[src/rtl/mmio_responder.sv]
// Memory-mapped I/O responder for one 256-byte page beside the softcore RAM:
// GPIO port, small TX FIFO drained over valid/ready, and a 16-bit down-counter.
module mmio_responder #(
  parameter logic [7:0]  IO_BASE    = 8'hFF,
  parameter int unsigned FIFO_DEPTH = 4
) (
  input  logic        clk,
  input  logic        reset,
  input  logic [15:0] address,
  input  logic [7:0]  data,
  input  logic        rden,
  input  logic        wren,
  output logic [7:0]  q,
  output logic        io_hit,
  input  logic [7:0]  gpio_in,
  output logic [7:0]  gpio_out,
  output logic [7:0]  tx_data,
  output logic        tx_valid,
  input  logic        tx_ready
);

  localparam int unsigned PTR_W = $clog2(FIFO_DEPTH);
  localparam int unsigned OCC_W = $clog2(FIFO_DEPTH + 1);
  localparam logic [OCC_W-1:0] OCC_FULL  = OCC_W'(FIFO_DEPTH);
  localparam logic [OCC_W-1:0] OCC_EMPTY = {OCC_W{1'b0}};

  localparam logic [7:0] OFS_GPIO_OUT  = 8'h00;
  localparam logic [7:0] OFS_GPIO_IN   = 8'h01;
  localparam logic [7:0] OFS_TX_DATA   = 8'h02;
  localparam logic [7:0] OFS_STATUS    = 8'h03;
  localparam logic [7:0] OFS_RELOAD_LO = 8'h04;
  localparam logic [7:0] OFS_RELOAD_HI = 8'h05;
  localparam logic [7:0] OFS_TCTRL     = 8'h06;

  // Bus decode
  logic       page_hit_s;
  logic       wr_acc_s;
  logic       rd_acc_s;
  logic [7:0] offset_s;
  logic       wr_gpio_s;
  logic       wr_tx_s;
  logic       wr_status_s;
  logic       wr_rld_lo_s;
  logic       wr_rld_hi_s;
  logic       wr_tctrl_s;
  logic [7:0] rd_data_s;
  logic [7:0] status_s;

  // Registered bus outputs and GPIO
  logic [7:0] q_r;
  logic       io_hit_r;
  logic [7:0] gpio_out_r;
  logic [7:0] gpio_sync1_r;
  logic [7:0] gpio_sync2_r;

  // FIFO state
  logic [7:0]       mem_r [FIFO_DEPTH];
  logic [PTR_W-1:0] wr_ptr_r;
  logic [PTR_W-1:0] rd_ptr_r;
  logic [OCC_W-1:0] occ_r;
  logic             tx_valid_r;
  logic [7:0]       tx_data_r;
  logic             overflow_r;
  logic             full_s;
  logic             empty_s;
  logic             pop_s;
  logic             push_s;
  logic             ovf_set_s;
  logic [PTR_W-1:0] wr_ptr_next_s;
  logic [PTR_W-1:0] rd_ptr_next_s;
  logic [OCC_W-1:0] occ_next_s;
  logic [7:0]       head_next_s;
  logic             overflow_next_s;

  // Timer state
  logic [15:0] reload_r;
  logic [15:0] count_r;
  logic        enable_r;
  logic        auto_reload_r;
  logic        expired_r;
  logic [15:0] count_next_s;
  logic        enable_next_s;
  logic        auto_next_s;
  logic        exp_set_s;
  logic        expired_next_s;

  assign page_hit_s = (address[15:8] == IO_BASE);
  assign wr_acc_s   = wren && page_hit_s;
  assign rd_acc_s   = rden && !wren;
  assign offset_s   = address[7:0];

  // Register-write strobes for an accepted write
  always_comb begin
    wr_gpio_s   = 1'b0;
    wr_tx_s     = 1'b0;
    wr_status_s = 1'b0;
    wr_rld_lo_s = 1'b0;
    wr_rld_hi_s = 1'b0;
    wr_tctrl_s  = 1'b0;
    if (wr_acc_s) begin
      case (offset_s)
        OFS_GPIO_OUT:  wr_gpio_s   = 1'b1;
        OFS_TX_DATA:   wr_tx_s     = 1'b1;
        OFS_STATUS:    wr_status_s = 1'b1;
        OFS_RELOAD_LO: wr_rld_lo_s = 1'b1;
        OFS_RELOAD_HI: wr_rld_hi_s = 1'b1;
        OFS_TCTRL:     wr_tctrl_s  = 1'b1;
        default:       wr_gpio_s   = 1'b0;
      endcase
    end else begin
      wr_gpio_s = 1'b0;
    end
  end

  assign full_s   = (occ_r == OCC_FULL);
  assign empty_s  = (occ_r == OCC_EMPTY);
  assign status_s = {1'b0, 3'(occ_r), overflow_r, expired_r, empty_s, full_s};

  // Read-data mux from current (pre-write) register values
  always_comb begin
    rd_data_s = 8'h00;
    case (offset_s)
      OFS_GPIO_OUT:  rd_data_s = gpio_out_r;
      OFS_GPIO_IN:   rd_data_s = gpio_sync2_r;
      OFS_STATUS:    rd_data_s = status_s;
      OFS_RELOAD_LO: rd_data_s = reload_r[7:0];
      OFS_RELOAD_HI: rd_data_s = reload_r[15:8];
      OFS_TCTRL:     rd_data_s = {6'b000000, auto_reload_r, enable_r};
      default:       rd_data_s = 8'h00;
    endcase
  end

  // Read response register; holds between accepted reads
  always_ff @(posedge clk or negedge reset) begin
    if (!reset) begin
      q_r      <= 8'h00;
      io_hit_r <= 1'b0;
    end else if (rd_acc_s) begin
      if (page_hit_s) begin
        q_r      <= rd_data_s;
        io_hit_r <= 1'b1;
      end else begin
        q_r      <= 8'h00;
        io_hit_r <= 1'b0;
      end
    end
  end

  // GPIO output register and two-flop input synchronizer
  always_ff @(posedge clk or negedge reset) begin
    if (!reset) begin
      gpio_out_r   <= 8'h00;
      gpio_sync1_r <= 8'h00;
      gpio_sync2_r <= 8'h00;
    end else begin
      gpio_sync1_r <= gpio_in;
      gpio_sync2_r <= gpio_sync1_r;
      if (wr_gpio_s) begin
        gpio_out_r <= data;
      end
    end
  end

  assign pop_s     = tx_valid_r && tx_ready;
  assign push_s    = wr_tx_s && (!full_s || pop_s);
  assign ovf_set_s = wr_tx_s && full_s && !pop_s;

  // FIFO next state; the registered head is computed from post-update state
  always_comb begin
    wr_ptr_next_s   = wr_ptr_r;
    rd_ptr_next_s   = rd_ptr_r;
    occ_next_s      = occ_r;
    head_next_s     = 8'h00;
    overflow_next_s = overflow_r;
    if (push_s) begin
      wr_ptr_next_s = wr_ptr_r + PTR_W'(1);
    end else begin
      wr_ptr_next_s = wr_ptr_r;
    end
    if (pop_s) begin
      rd_ptr_next_s = rd_ptr_r + PTR_W'(1);
    end else begin
      rd_ptr_next_s = rd_ptr_r;
    end
    case ({push_s, pop_s})
      2'b10:   occ_next_s = occ_r + OCC_W'(1);
      2'b01:   occ_next_s = occ_r - OCC_W'(1);
      default: occ_next_s = occ_r;
    endcase
    if (occ_next_s == OCC_EMPTY) begin
      head_next_s = 8'h00;
    end else if (push_s && (wr_ptr_r == rd_ptr_next_s)) begin
      head_next_s = data;
    end else begin
      head_next_s = mem_r[rd_ptr_next_s];
    end
    // Hardware set wins over a same-cycle W1C
    if (ovf_set_s) begin
      overflow_next_s = 1'b1;
    end else if (wr_status_s && data[3]) begin
      overflow_next_s = 1'b0;
    end else begin
      overflow_next_s = overflow_r;
    end
  end

  // FIFO storage, pointers, occupancy and registered stream outputs
  always_ff @(posedge clk or negedge reset) begin
    if (!reset) begin
      for (int i = 0; i < FIFO_DEPTH; i++) begin
        mem_r[i] <= 8'h00;
      end
      wr_ptr_r   <= {PTR_W{1'b0}};
      rd_ptr_r   <= {PTR_W{1'b0}};
      occ_r      <= OCC_EMPTY;
      tx_valid_r <= 1'b0;
      tx_data_r  <= 8'h00;
      overflow_r <= 1'b0;
    end else begin
      if (push_s) begin
        mem_r[wr_ptr_r] <= data;
      end
      wr_ptr_r   <= wr_ptr_next_s;
      rd_ptr_r   <= rd_ptr_next_s;
      occ_r      <= occ_next_s;
      tx_valid_r <= (occ_next_s != OCC_EMPTY);
      tx_data_r  <= head_next_s;
      overflow_r <= overflow_next_s;
    end
  end

  // Timer next state: TCTRL writes take priority over counting
  always_comb begin
    count_next_s  = count_r;
    enable_next_s = enable_r;
    auto_next_s   = auto_reload_r;
    exp_set_s     = 1'b0;
    if (wr_tctrl_s && !data[0]) begin
      enable_next_s = 1'b0;
      auto_next_s   = data[1];
    end else if (wr_tctrl_s && !enable_r) begin
      enable_next_s = 1'b1;
      auto_next_s   = data[1];
      count_next_s  = reload_r;
    end else begin
      if (wr_tctrl_s) begin
        auto_next_s = data[1];
      end else begin
        auto_next_s = auto_reload_r;
      end
      if (enable_r) begin
        if (count_r == 16'h0000) begin
          exp_set_s = 1'b1;
          if (auto_reload_r) begin
            count_next_s = reload_r;
          end else begin
            enable_next_s = 1'b0;
          end
        end else begin
          count_next_s = count_r - 16'h0001;
        end
      end else begin
        count_next_s = count_r;
      end
    end
    if (exp_set_s) begin
      expired_next_s = 1'b1;
    end else if (wr_status_s && data[2]) begin
      expired_next_s = 1'b0;
    end else begin
      expired_next_s = expired_r;
    end
  end

  // Timer registers and reload value
  always_ff @(posedge clk or negedge reset) begin
    if (!reset) begin
      reload_r      <= 16'h0000;
      count_r       <= 16'h0000;
      enable_r      <= 1'b0;
      auto_reload_r <= 1'b0;
      expired_r     <= 1'b0;
    end else begin
      if (wr_rld_lo_s) begin
        reload_r[7:0] <= data;
      end
      if (wr_rld_hi_s) begin
        reload_r[15:8] <= data;
      end
      count_r       <= count_next_s;
      enable_r      <= enable_next_s;
      auto_reload_r <= auto_next_s;
      expired_r     <= expired_next_s;
    end
  end

  assign q        = q_r;
  assign io_hit   = io_hit_r;
  assign gpio_out = gpio_out_r;
  assign tx_data  = tx_data_r;
  assign tx_valid = tx_valid_r;

endmodule

[config.mk]
export PLATFORM = sky130hd
export DESIGN_NAME = mmio_responder
export DESIGN_NICKNAME = d
export VERILOG_FILES = /design/src/rtl/mmio_responder.sv
export SDC_FILE = /design/constraint.sdc
export NUM_CORES = 1
export LEC_CHECK = 0
export BUFFER_PORTS_ARGS = -buffer_cell sky130_fd_sc_hd__buf_2
export CAP_MARGIN = 20
export CELL_PAD_IN_SITES_DETAIL_PLACEMENT = 0
export CELL_PAD_IN_SITES_GLOBAL_PLACEMENT = 1
export CORE_AREA = 5 5 136 138
export DETAILED_ROUTE_END_ITERATION = 12
export DIE_AREA = 0 0 141 143
export PLACE_DENSITY_LB_ADDON = 0.1
export SYNTH_ARGS = -nofsm -noshare
export SYNTH_HDL_FRONTEND = slang
export SYNTH_SLANG_ARGS = --single-unit
[constraint.sdc]
create_clock -name clk -period 2.5 [get_ports clk]
set_input_delay 0.125 -clock clk [delete_from_list [all_inputs] [get_ports clk]]
set_output_delay 0.125 -clock clk [all_outputs]
set_load 0.02 [all_outputs]
# Word-level counts from Yosys, hierarchy flattened
# Index checks and enable logic that the tools add are counted.
# word_totals
out_inout_bits	26
in_bits	37
register_bits	117
wordCells	117
# op_classes
bitwise	3
muxes	45
reduce_logical	28
magnitude_cmp	3
eq_ne	12
n_addsub	5
# ops
cell	count
2-to-1 mux 16 bit	4
2-to-1 mux 8 bit	6
case mux 8 bit (6 select lines)	1
bitwise mux 32 bit	1
2-to-1 mux 1 bit	29
equality test 8 x 3 -> 1 bit, second input constant	3
binary-select mux 8 bit (select 2 bit)	1
demux 8 bit (select 2 bit)	1
equality test 8 x 2 -> 1 bit, second input constant	2
zero test 16 bit	1
subtractor 16 x 1 -> 16 bit, second input constant	1
logical AND 1 bit	12
equality test 8 x 1 -> 1 bit, second input constant	1
equality test 8 bit, second input constant	1
zero test 8 bit	1
>= comparator 3 bit, second input constant	2
zero test 3 bit	2
inverter 2 -> 3 bit	2
case mux 3 bit (2 select lines)	1
nonzero test 2 bit	3
nonzero test 3 bit	2
zero test 1 bit	5
adder 2 x 1 -> 2 bit, second input constant	2
adder 3 x 1 -> 3 bit, second input constant	1
other kinds (11)	11

# Depth between registers and ports, before layout
# logic_depth
ltp_word	8
ltp_mapped	12

# Worst setup path after synthesis
# OpenSTA, ideal clock, no wires.
# synth_timing
path_type	input -> register
startpoint	input port address[5]
endpoint	register tx_data_r[0], in the netlist tx_data[0]
setup_time_ps	151
path_slack_ps	-766
stages	12
arrival_ps	3115
path_buffers	1
t_required_ps	2349
cell_sequence	or4_4 > buf_6 > or3_1 > nor2b_1 > nand3b_1 > ha_1 > fa_1 > xnor2_1 > nor2_1 > xnor2_1 > nor3b_1 > nor2_1
# synth_between
elab_chain_cells	8
word_cells_on_any_way	11
classes_between	eq/ne (3); mux (5); reduce/logical (3)
# synth_lines
element	line_no	text
start, declared	9	input logic [15:0] address,
equality test 8 x 2 -> 1 bit (*)	101	case (offset_s)
2-to-1 mux 1 bit (*)	101	
2-to-1 mux 1 bit (*)	100	if (wr_acc_s) begin
logical AND 1 bit (*)	165	assign push_s = wr_tx_s && (!full_s || pop_s);
equality test 2 x 1 -> 1 bit / equality test 2 bit (equally long branches)	185	case ({push_s, pop_s})
case mux 3 bit (2 select lines)	185	
zero test 3 bit	190	if (occ_next_s == OCC_EMPTY) begin
2-to-1 mux 8 bit (*)	190	
net head_next_s[0]	72	logic [7:0] head_next_s;
end signal, assigned	227	tx_data_r <= head_next_s;
end, declared	62	logic [7:0] tx_data_r;
# Mark *: on every way through the listed nets, which the timed path passes. The rest lies on a longest branch.
# A chain may end at the register's enable or synchronous reset.

# Final worst setup path
# layout_timing
startpoint	input port address[5]
endpoint	register tx_data_r[1], in the netlist tx_data[1]
# The elaborated chain is that of the path after synthesis.

==> reports/metrics.csv <==
metric,value,unit
outcome,"finished, final reports clean",
worst_pin_slew,0.808,ns
layout_min_cycle_time,2.45,ns
clk_pin_slew,0.05,ns
cts_root_buffer,clkbuf_16,
grt_start_max_net_pins,60,
p_switching,1270,uW
synthDistinctLibCells,63,
dieArea,20200,um^2
synth_nets,499,
first_iter_violations,196,
nets,619,
hold_end,mem_r[15]$_DFFE_PN0P_,
internal_power,3900,uW
synth_ff_type,dfrtp_1,
stdcell_area,7440,um^2
hp-class,in -> reg,
ys_seq_elements,117,
yosys_warnings,0,
grt_remaining_overflow,0,
finalSetupViolations,0,
r2r_cells,11,
dr.pass1.iters,4,
dr_wl_met3,614,um
core_area,17100,um^2
fin_worst_skew,0.00680,ns
fin_total_pwr,5170,uW
maxSlewHeadroom,0.461,
port_buffers,62,
dp_slack,-0.376,ns
hold_depth,2,
clkPwrFrac,0.454,
die_x,141,um
htreeDepth,4,
fp.dieH,143,um
grt_pass1_wl,25000,um
routed_wirelength,15600,um
place.gp.congestion,0.805,
ant_nets,0,
met1_length,7150,um
async_flop_share,1.00,
hold_start,data[7],
hold_viol,0,
rr_startpoint,tx_valid$_DFF_PN0_,
clockBufferDepth,2,
cts_tree,built,
drc,0,
synthCells,454,
crit_fanout,9,
rr_endpoint,tx_data[1]$_DFF_PN0_,
syn2layout_area_growth,27.0,%
critical_path_required,2.80,ns
period_share,0.980,
post_drt_wl_per_cell,19.2,um
fin_hold_ws,0.0950,ns
highest_layer,met4,
grt_pass1_vias,4318,
numCtsBuffers,17,
syn_area_per_cell,12.9,um^2
switching_share,0.246,
cellPowerDensity,695,nW/um^2
placedInstanceArea,6770,um^2
grt_setup_unrepaired,yes,
fp-row-count,48,
max-vdd-ir-drop,0.576,mV
cp_data_arrival_time,2.75,ns
grt.total_usage,0.163,
start_kind,input port,
seqPwrFrac,0.387,
critical_path_class,in -> reg,
power_frac_comb,0.159,
synth_area,5860,um^2
start_util,0.343,
worstSetupEndpointType,flop,
antenna_cells,0,
max_freq,408,MHz
vias,4108,
wl_met2,7700,um
antenna_found_initial,0,
drv_cap,0,
p_leak,0.00373,uW
reg2reg_slack,0.10,ns
clk_latency,0.41,ns
vias_per_cell,5.07,
final_core_util,0.436,
drive_above_1_share,0.382,
drv_slew,0,
ys_seq_area_frac,0.500,
ios,63,
layout_setup_ws,0.0512,ns
cts.sinks,117,
synth_edf_count,0,
hpwlAfterDp,11200,um
-- flip-flops by register name, summed over array words and instances, names as in the netlist --
signal         count
count_r           16
reload_r          16
q                  8
tx_valid           1
wr_ptr_r           2
tx_data            8
gpio_out           8
overflow_r         1
mem_r             32
expired_r          1
rd_ptr_r           2
io_hit             1
occ_r              3
enable_r           1
auto_reload_r      1
gpio_sync2_r       8
gpio_sync1_r       8
-- synth_stat cells, drive strengths merged (2+ instances only) --
cell     instances  area (um^2)
dfrtp          117         2930
mux2            62          818
mux2i           32          320
nand2           28          175
inv             24         90.1
nor2            24         97.6
nor3            15         85.1
o211ai          15          113
nor4            10         75.1
clkbuf           9         33.8
o21ai            9         45.0
o2bb2ai          9         78.8
buf              8         68.8
mux4             8          199
ha               7         87.6
nand3            7         35.0
nand4            7         50.1
a22oi            6         50.1
or3              6         37.5
xnor2            6         52.6
a221oi           5         43.8
a21oi            3         15.0
a22o             3         26.3
or2              3         18.8
a21o             2         15.0
a32o             2         20.0
and2             2         15.0
nand2b           2         12.5
nor2b            2         12.5
nor3b            2         15.0
o22a             2         17.5
or4b             2         20.0
xnor3            2         45.0
-- worst max-delay path by stage --
stage                     startpoint              endpoint
after floorplan           address[5]    tx_valid$_DFF_PN0_
after global placement    address[5]  tx_data[1]$_DFF_PN0_
after detailed placement  address[5]  tx_data[1]$_DFF_PN0_
after CTS                 address[5]  tx_data[1]$_DFF_PN0_
after global routing      address[5]  tx_data[4]$_DFF_PN0_
final                     address[5]  tx_data[1]$_DFF_PN0_
-- cells by family after synthesis --
logic type / count (synthesis) / synth area share
and+or+nand+nor: 113 / 0.115
adders and majority gates: 8 / 0.0184
buffers and inverters: 41 / 0.0329
xor gates and xnor gates: 9 / 0.0182
DFF: 117 / 0.500
AOI/OAI and AO/OA: 64 / 0.0872
muxes: 102 / 0.228
-- final cells by class --
cell class | instances | area [um^2]
Timing Repair Buffer | 118 | 806
Sequential cell | 117 | 2930
Clock inverter | 4 | 70.1
Clock buffer | 27 | 493
Multi-Input combinational cell | 296 | 2770
Fill cell | 1634 | 9620
Inverter | 24 | 90.1
Tap cell | 225 | 282
-- metrics by stage --
step                      TNS (ns)  instances
after global routing        -0.595        811
after detailed placement     -3.35        770
after floorplan              -2.88        454
after global placement       -3.25        770
final                            0        811
after CTS                        0        810
-- power by group through the flow --
stage	sequential, uW	clock, uW	combinational, uW
finish	2000	2350	823
global route	2000	2490	896
CTS	2000	2400	808
detailed placement	2030	0	796
global placement	2020	0	784
floorplan	2050	0	410
-- metal layers --
metal,up-vias,GRT usage
met5,-,0
met4,0,0.0377
met3,10,0.0462
met2,77,0.273
met1,2099,0.210
li1,1922,-
-- timing repair --
action,in CTS,in global routing
buffers inserted,0,1
endpoints found under the setup margin,0,9
resized for setup,0,2
hold buffers,9,0
endpoints found under the hold margin,65,0
-- layout by cell type, fill, tap and decap left out, types with 6 or more instances in the layout --
cell	n
o211ai_1	15
buf_4	44
clkbuf_16	17
ha_1	6
o2bb2ai_1	9
dlygate4sd3_1	9
mux2_2	26
clkbuf_1	7
nand2_1	22
dfrtp_1	117
nor2_1	22
nor3_1	13
inv_1	23
mux2_4	32
nor4_1	8
xnor2_1	6
buf_2	61
mux2i_1	32
nand4_1	6
o21ai_0	8
nand3_1	7
-- critical path, cell delays in order --
cell and delay, ns:
buf_2 0.10, or4_4 0.53, or3_4 0.40, nor2b_4 0.12, nand3b_1 0.09, ha_2 0.20
fa_2 0.33, xnor2_1 0.13, nor2_1 0.13, xnor2_1 0.15, nor3b_4 0.25, buf_12 0.15
nor2_1 0.04
(Power assumes the default switching activity.)
